===== config.mk =====
export PLATFORM = sky130hd
export DESIGN_NAME = gray_monitor
export DESIGN_NICKNAME = d
export VERILOG_FILES = /design/src/rtl/gray_monitor.sv
export SDC_FILE = /design/constraint.sdc
export NUM_CORES = 1
export LEC_CHECK = 0
export ABC_AREA = 1
export CORE_UTILIZATION = 57
export DETAILED_ROUTE_END_ITERATION = 16
export PLACE_DENSITY_LB_ADDON = 0.2
export SYNTH_ARGS = -nofsm -noshare
export SYNTH_HDL_FRONTEND = slang
export SYNTH_SLANG_ARGS = --single-unit

===== constraint.sdc =====
create_clock -name Clk -period 4.9 [get_ports Clk]
set_clock_uncertainty 0.15 [all_clocks]
set_input_delay 1.225 -clock Clk [delete_from_list [all_inputs] [get_ports Clk]]
set_output_delay 1.225 -clock Clk [all_outputs]
set_load 0.005 [all_outputs]

===== src/rtl/gray_monitor.sv =====
// Gray-code sequence monitor for the 3-bit upstream counter.
// Tracks legal advances, counts wraps and latches the first fault.
module gray_monitor (
  input  logic       Clk,
  input  logic       Reset,
  input  logic [2:0] GrayIn,
  input  logic       OvfIn,
  output logic [2:0] Bin,
  output logic       Step,
  output logic [7:0] Wraps,
  output logic       Err,
  output logic [1:0] ErrCode,
  output logic       Tracking
);

  typedef enum logic [1:0] {
    IDLE  = 2'd0,
    TRACK = 2'd1,
    ERROR = 2'd2
  } state_t;

  state_t     r_state;
  state_t     w_state_nxt;
  logic [2:0] r_prev;
  logic [2:0] w_prev_nxt;
  logic [2:0] r_bin;
  logic [2:0] w_bin_nxt;
  logic       r_step;
  logic       w_step_nxt;
  logic [7:0] r_wraps;
  logic [7:0] w_wraps_nxt;
  logic       r_err;
  logic       w_err_nxt;
  logic [1:0] r_code;
  logic [1:0] w_code_nxt;

  logic [2:0] w_succ;
  logic       w_hold;
  logic       w_adv;
  logic       w_wrap;
  logic       w_illegal;
  logic [7:0] w_wraps_upd;
  logic       w_ovf_exp;
  logic       w_mismatch;

  function automatic logic [2:0] gray_succ(
    input logic [2:0] g
  );
    logic [2:0] s;
    case (g)
      3'b000:  s = 3'b001;
      3'b001:  s = 3'b011;
      3'b011:  s = 3'b010;
      3'b010:  s = 3'b110;
      3'b110:  s = 3'b111;
      3'b111:  s = 3'b101;
      3'b101:  s = 3'b100;
      default: s = 3'b000;
    endcase
    return s;
  endfunction

  function automatic logic [2:0] gray2bin(
    input logic [2:0] g
  );
    return {g[2], g[2] ^ g[1], g[2] ^ g[1] ^ g[0]};
  endfunction

  always_comb begin
    w_succ      = gray_succ(r_prev);
    w_hold      = (GrayIn == r_prev);
    w_adv       = (GrayIn == w_succ);
    w_wrap      = w_adv && (r_prev == 3'b100);
    w_illegal   = !w_hold && !w_adv;
    w_wraps_upd = r_wraps;
    if (w_wrap && (r_wraps != 8'hFF))
      w_wraps_upd = r_wraps + 8'd1;
    // upstream flag must agree with the count as it stands after this edge
    w_ovf_exp   = (w_wraps_upd != 8'd0);
    w_mismatch  = (OvfIn != w_ovf_exp);
  end

  always_comb begin
    w_state_nxt = r_state;
    w_prev_nxt  = r_prev;
    w_bin_nxt   = r_bin;
    w_step_nxt  = 1'b0;
    w_wraps_nxt = r_wraps;
    w_err_nxt   = r_err;
    w_code_nxt  = r_code;
    case (r_state)
      IDLE: begin
        if (GrayIn == 3'b000 && !OvfIn) begin
          w_state_nxt = TRACK;
          w_prev_nxt  = 3'b000;
          w_bin_nxt   = 3'b000;
        end
      end
      TRACK: begin
        if (w_illegal || w_mismatch) begin
          w_state_nxt = ERROR;
          w_err_nxt   = 1'b1;
          w_code_nxt  = {w_mismatch, w_illegal};
        end else if (w_adv) begin
          w_prev_nxt  = GrayIn;
          w_bin_nxt   = gray2bin(GrayIn);
          w_step_nxt  = 1'b1;
          w_wraps_nxt = w_wraps_upd;
        end
      end
      ERROR: begin
        w_state_nxt = ERROR;
      end
      default: begin
        w_state_nxt = IDLE;
      end
    endcase
  end

  always_ff @(posedge Clk) begin
    if (Reset) begin
      r_state <= IDLE;
      r_prev  <= 3'b000;
      r_bin   <= 3'b000;
      r_step  <= 1'b0;
      r_wraps <= 8'd0;
      r_err   <= 1'b0;
      r_code  <= 2'b00;
    end else begin
      r_state <= w_state_nxt;
      r_prev  <= w_prev_nxt;
      r_bin   <= w_bin_nxt;
      r_step  <= w_step_nxt;
      r_wraps <= w_wraps_nxt;
      r_err   <= w_err_nxt;
      r_code  <= w_code_nxt;
    end
  end

  assign Bin      = r_bin;
  assign Step     = r_step;
  assign Wraps    = r_wraps;
  assign Err      = r_err;
  assign ErrCode  = r_code;
  assign Tracking = (r_state == TRACK);

endmodule


# Word-level counts from Yosys, hierarchy flattened
# Index checks and enable logic that the tools add are counted.
# Widths: inputs -> output; s select.
totals:
  regBits: 20
  in_bits: 6
  out_inout_bits: 16
  wordCells: 60
classes:
  addsub: 1
  eq_ne: 17
  mux: 13
  n_bitwise: 4
  n_reduce_logical: 18
op_table:
  columns: ["operator", "count"]
  rows:
  - ["$pmux 3 s7", 1]
  - ["$mux 3", 5]
  - ["$eq 3x3->1 const B", 4]
  - ["$pmux 3 s2", 2]
  - ["$add 8x1->8 const B", 1]
  - ["$mux 8", 1]
  - ["$ne 8x8->1 const B", 1]
  - ["$reduce_bool 8->1", 1]
  - ["$eq 3x2->1 const B", 2]
  - ["$eq 3x3->1", 2]
  - ["$logic_not 3->1", 2]
  - ["$pmux 2 s3", 1]
  - ["$logic_and 1x1->1", 4]
  - ["$mux 2", 2]
  - ["$ne 2x1->1 const B", 2]
  - ["$ne 2x2->1 const B", 2]
  - ["$reduce_and 2->1", 2]
  - ["$reduce_and 4->1", 1]
  - ["$eq 3x1->1 const B", 1]
  - ["$logic_not 1->1", 3]
  - ["$reduce_and 3->1", 1]
  - ["$reduce_or 3->1", 1]
  - ["$eq 2x1->1 const B", 1]
  - ["$eq 2x2->1 const B", 1]
  - ["7 further kinds", 9]

# Logic depth before layout (Yosys ltp)
logic_depth:
  ltp_word: 11
  ltp_mapped: 21

# Worst setup path before layout
# Ideal clock, no wire load.
synth_path:
  path_kind: "input to register"
  startpoint: "in GrayIn[0]"
  endpoint: "reg r_bin[0] (netlist: Bin[0])"
  setup_ps: 132
  arrival_ps: 2800
  required_ps: 4618
  setup_slack_ps: 1818
  cell_stages: 20
  path_cell_list: "buf_2 > inv_2 > nand2_1 > nand2_1 > nand2_1 > nand2_1 > nand2_1 > nor2_4 > buf_6 > nand3b_1 > nand2_1 > nand2_2 > nor2_4 > nand2_2 > nand2_4 > nand3_2 > nand2_2 > nand2_2 > nand2_1 > a21oi_1"
synth_between:
  elab_chain_cells: 9
  word_cells_on_any_way: 21
synth_lines:
  columns: ["item", "line", "rtl"]
  rows:
  - ["start, declared", "6", "input logic [2:0] GrayIn,"]
  - ["$eq 3x3->1", "72", "w_adv = (GrayIn == w_succ);"]
  - ["$logic_and 1x1->1", "73", "w_wrap = w_adv && (r_prev == 3'b100);"]
  - ["$logic_and 1x1->1", "76", "if (w_wrap && (r_wraps != 8'hFF))"]
  - ["$mux 8", "76", null]
  - ["$reduce_bool 8->1", "79", "w_ovf_exp = (w_wraps_upd != 8'd0);"]
  - ["$ne 1x1->1", "80", "w_mismatch = (OvfIn != w_ovf_exp);"]
  - ["$logic_or 1x1->1", "100", "if (w_illegal || w_mismatch) begin"]
  - ["$ne 2x2->1 (no source line)", null, null]
  - ["$reduce_and 4->1 (no source line)", null, null]
  - ["end signal, assigned", "132", "r_bin <= w_bin_nxt;"]
  - ["end, declared", "26", "logic [2:0] r_bin;"]
# Several ways; a longest one is shown, not always the timed one. The select of a mux whose other input is x is not followed.
# A chain may end at the register's enable or synchronous reset.

# Worst setup path in the final report
layout_path:
  startpoint: "in GrayIn[0]"
  endpoint: "reg r_prev[2]"
layout_between:
  elab_chain_cells: 9
  word_cells_on_any_way: 17
layout_lines:
  columns: ["item", "line", "rtl"]
  rows:
  - ["$eq 3x3->1", "72", null]
  - ["$logic_and 1x1->1", "73", null]
  - ["$logic_and 1x1->1", "76", null]
  - ["$mux 8", "76", null]
  - ["$reduce_bool 8->1", "79", null]
  - ["$ne 1x1->1", "80", null]
  - ["$logic_or 1x1->1", "100", null]
  - ["$ne 2x2->1 (no source line)", null, null]
  - ["$reduce_and 4->1 (no source line) (*)", null, null]
  - ["end signal, assigned", "131", "r_prev <= w_prev_nxt;"]
  - ["end, declared", "24", "logic [2:0] r_prev;"]
# Mark *: on every way between the ends. The rest lies on a longest branch, timed or not.

==> metrics.yaml <==
run_status:
  outcome: "finished clean"
route:
  route.detailed.drc: 0
  routed_wirelength_um: 2970
  drt_iter0_drc: 40
  detailroute.via_count: 1356
  drtPass1Iterations: 4
  ant_nets: 0
  routedWlPerCell_um: 11.7
  routed_via_density: 5.36
synth:
  syn_area_um2: 1350
  ys_warn_count: 0
  synth_cell_types: 28
  synth_top_area_share: 0.283
  yosysMostFrequentCell: "nand2_1"
  synth-simple-area-share: 0.425
  synth-main-ff-cell: "dfxtp_1"
  synthTopCellsByArea: "dfxtp_1 (28%), nand2_1 (17%), nand3_1 (7.1%)"
  synth_edf_count: 0
  synth_mux_area_frac: 0
  syn_nets: 215
  synth_top_family_by_area: "simple AND/OR/NAND/NOR gates"
  syn_area_per_cell_um2: 6.57
  synth_area_leader_cell: "dfxtp_1"
  synth-xor-area-share: 0.0586
  synth_compound_area_frac: 0.0948
  ys_seq_area_frac: 0.283
  syn_inst: 205
  async_flop_share: 0
  ys_seq_elements: 19
  yosys.area_share.adder: 0.0372
  synthTopCellsByCount: "nand2_1 (62), inv_1 (22), dfxtp_1 (19), nand3_1 (19), nor2_1 (16)"
clock_network:
  path_clk_slew_ns: 0.11
  cts_hold_buf: 0
  cts_setup_buffers: 0
  clk_path_buf_depth: 2
  cts_tree: "built"
  root_buffer: "clkbuf_4"
  numCtsBuffers: 3
  cts.sinks: 19
  htreeDepth: 1
  cts_resized: 0
  clock_latency_ns: 0.31
final_layout:
  area_delta_synth_final_pct: 17.8
  final_cell_area_um2: 1590
  diodes: 0
  drive_gt1_frac: 0.120
  final_net_count: 236
sta:
  relSlewSlack: 0.621
  fin_crit_ns: 3.74
  fmax_mhz: 268
  hold_viol_final: 0
  worstMarginPinSlew_ns: 0.564
  final.period_utilization: 0.763
  slew_viol_final: 0
  holdWs_ns: 0.308
  finalWorstSetupSlack_ns: 1.16
  tns_ns: 0
  setup_viol: 0
  grt_setup_unrepaired: "false"
global_routing:
  antenna_found_initial: 0
  gr-usage-all-layers: 0.259
  grt_overflow: 0
  grt_pass1_wl_um: 5120
  grt_util_met2: 0.464
  grt_max_degree: 14
  use_met3: 0.0212
  first_global_vias: 1225
  use_met1: 0.317
  top_usage_layer: "met2"
placed_design:
  port-buffer-count: 21
  hpwl_um: 2260
  dp_slack_ns: 0.879
  gp_congestion: 0.896
  post_dp_cell_area_um2: 1560
worst_setup_path:
  worstPathArrival_ns: 3.77
  crit_required_ns: 4.93
  cp-start-kind: "input port"
  critPathMaxFanout: 12
  endpoint_kind: "flop"
  rr_worst_depth: 19
  crit_type: "input port to flop"
job:
  cap_violations: 0
pwr:
  p_per_area_nw_per_um2: 297
  ir_worst_vdd_v: 0.000363
  p_leak_uw: 0.000740
  finalPower_uw: 471
die:
  rows: 17
  fp.dieH_um: 50.6
  initial_core_util: 0.609
  core-area_um2: 2210
  fp.dieW_um: 50.6
  dieArea_um2: 2560
  ios: 22
worst_hold_path:
  hold_class: "flop to flop"
  hold_depth: 2
==> layout make-up <==
type / instances / area, um2
flip-flops and latches: 19 / 380
well taps: 28 / 35.0
clock buffers: 3 / 22.5
inverters: 28 / 105
repair buffers: 21 / 210
fillers: 204 / 626
multi-input cells: 153 / 828
clock inverters: 1 / 5.00
==> cell usage in the layout (no fill, tap or decap), types with 2 or more instances in the layout <==
| master | count |
|---|---|
| nand2_1 | 62 |
| inv_1 | 22 |
| clkdlybuf4s50_1 | 21 |
| dfxtp_1 | 19 |
| nand3_1 | 19 |
| nor2_1 | 16 |
| a21oi_1 | 14 |
| nand2_2 | 6 |
| inv_2 | 6 |
| xnor2_1 | 6 |
| o21ai_1 | 6 |
| nor2_4 | 4 |
| ha_1 | 4 |
| xor2_1 | 3 |
| clkbuf_4 | 3 |
| nand4_1 | 2 |
| nand3_2 | 2 |
==> critical path: stages <==
cell	delay, ns
clkdlybuf4s50_1	0.64
nand2_1	0.12
nand2_1	0.07
nand2_1	0.05
nand2_1	0.05
nand2_1	0.09
nor2_4	0.26
nand2_2	0.18
nand2_1	0.09
nand2_1	0.08
inv_2	0.05
nand2_1	0.07
nor2_4	0.15
nand2_2	0.08
nand2_4	0.09
nand3_2	0.08
nand2_2	0.14
nand2_2	0.11
nand2_1	0.10
a21oi_1	0.06
==> report_power, final <==
group	total, uW	internal (uW)	leakage (uW)	switching [uW]
Combinational	203	81.1	0.000569	122
Clock	82.1	30.5	0.0000177	51.6
Sequential	186	172	0.000154	13.8
==> logic make-up after synthesis <==
| kind of cell | Yosys count |
|---|---|
| flip-flops | 19 |
| AND/OR/NAND/NOR | 116 |
| AO/OA/AOI/OAI | 24 |
| buffers and inverters | 33 |
| adder cells (fa/ha/maj) | 4 |
| XOR/XNOR | 9 |
==> worst paths after layout <==
check / startpoint / endpoint / slack, ns
min: Err$_SDFFE_PP0P_ / Err$_SDFFE_PP0P_ / 0.31
min reg2reg: Err$_SDFFE_PP0P_ / Err$_SDFFE_PP0P_ / 0.31
max reg2reg: r_prev[2]$_SDFFE_PP0P_ / r_prev[2]$_SDFFE_PP0P_ / 2.18
max: GrayIn[0] / r_prev[2]$_SDFFE_PP0P_ / 1.16
==> metrics by stage <==
| step | cells | utilization |
|---|---|---|
| 2_1_floorplan | 205 | - |
| 3_3_place_gp | 249 | 0.705 |
| 3_5_place_dp | 249 | 0.705 |
| 4_1_cts | 253 | 0.717 |
| 5_1_grt | 253 | 0.717 |
| 6_report | 253 | 0.717 |
==> registers in the layout, indices dropped and copies added (netlist names) <==
name     count
Wraps        8
r_prev       3
Bin          2
ErrCode      2
r_state      2
Err          1
Step         1
==> layer usage <==
layer / part of all wire / wire (um) / vias to the layer above
li1: - / - / 684
met1: 0.43 / 1270 / 621
met2: 0.50 / 1500 / 44
met3: 0.050 / 148 / 7
met4: 0.016 / 48 / 0
met5: 0 / 0 / -
(Power assumes the default switching activity.)
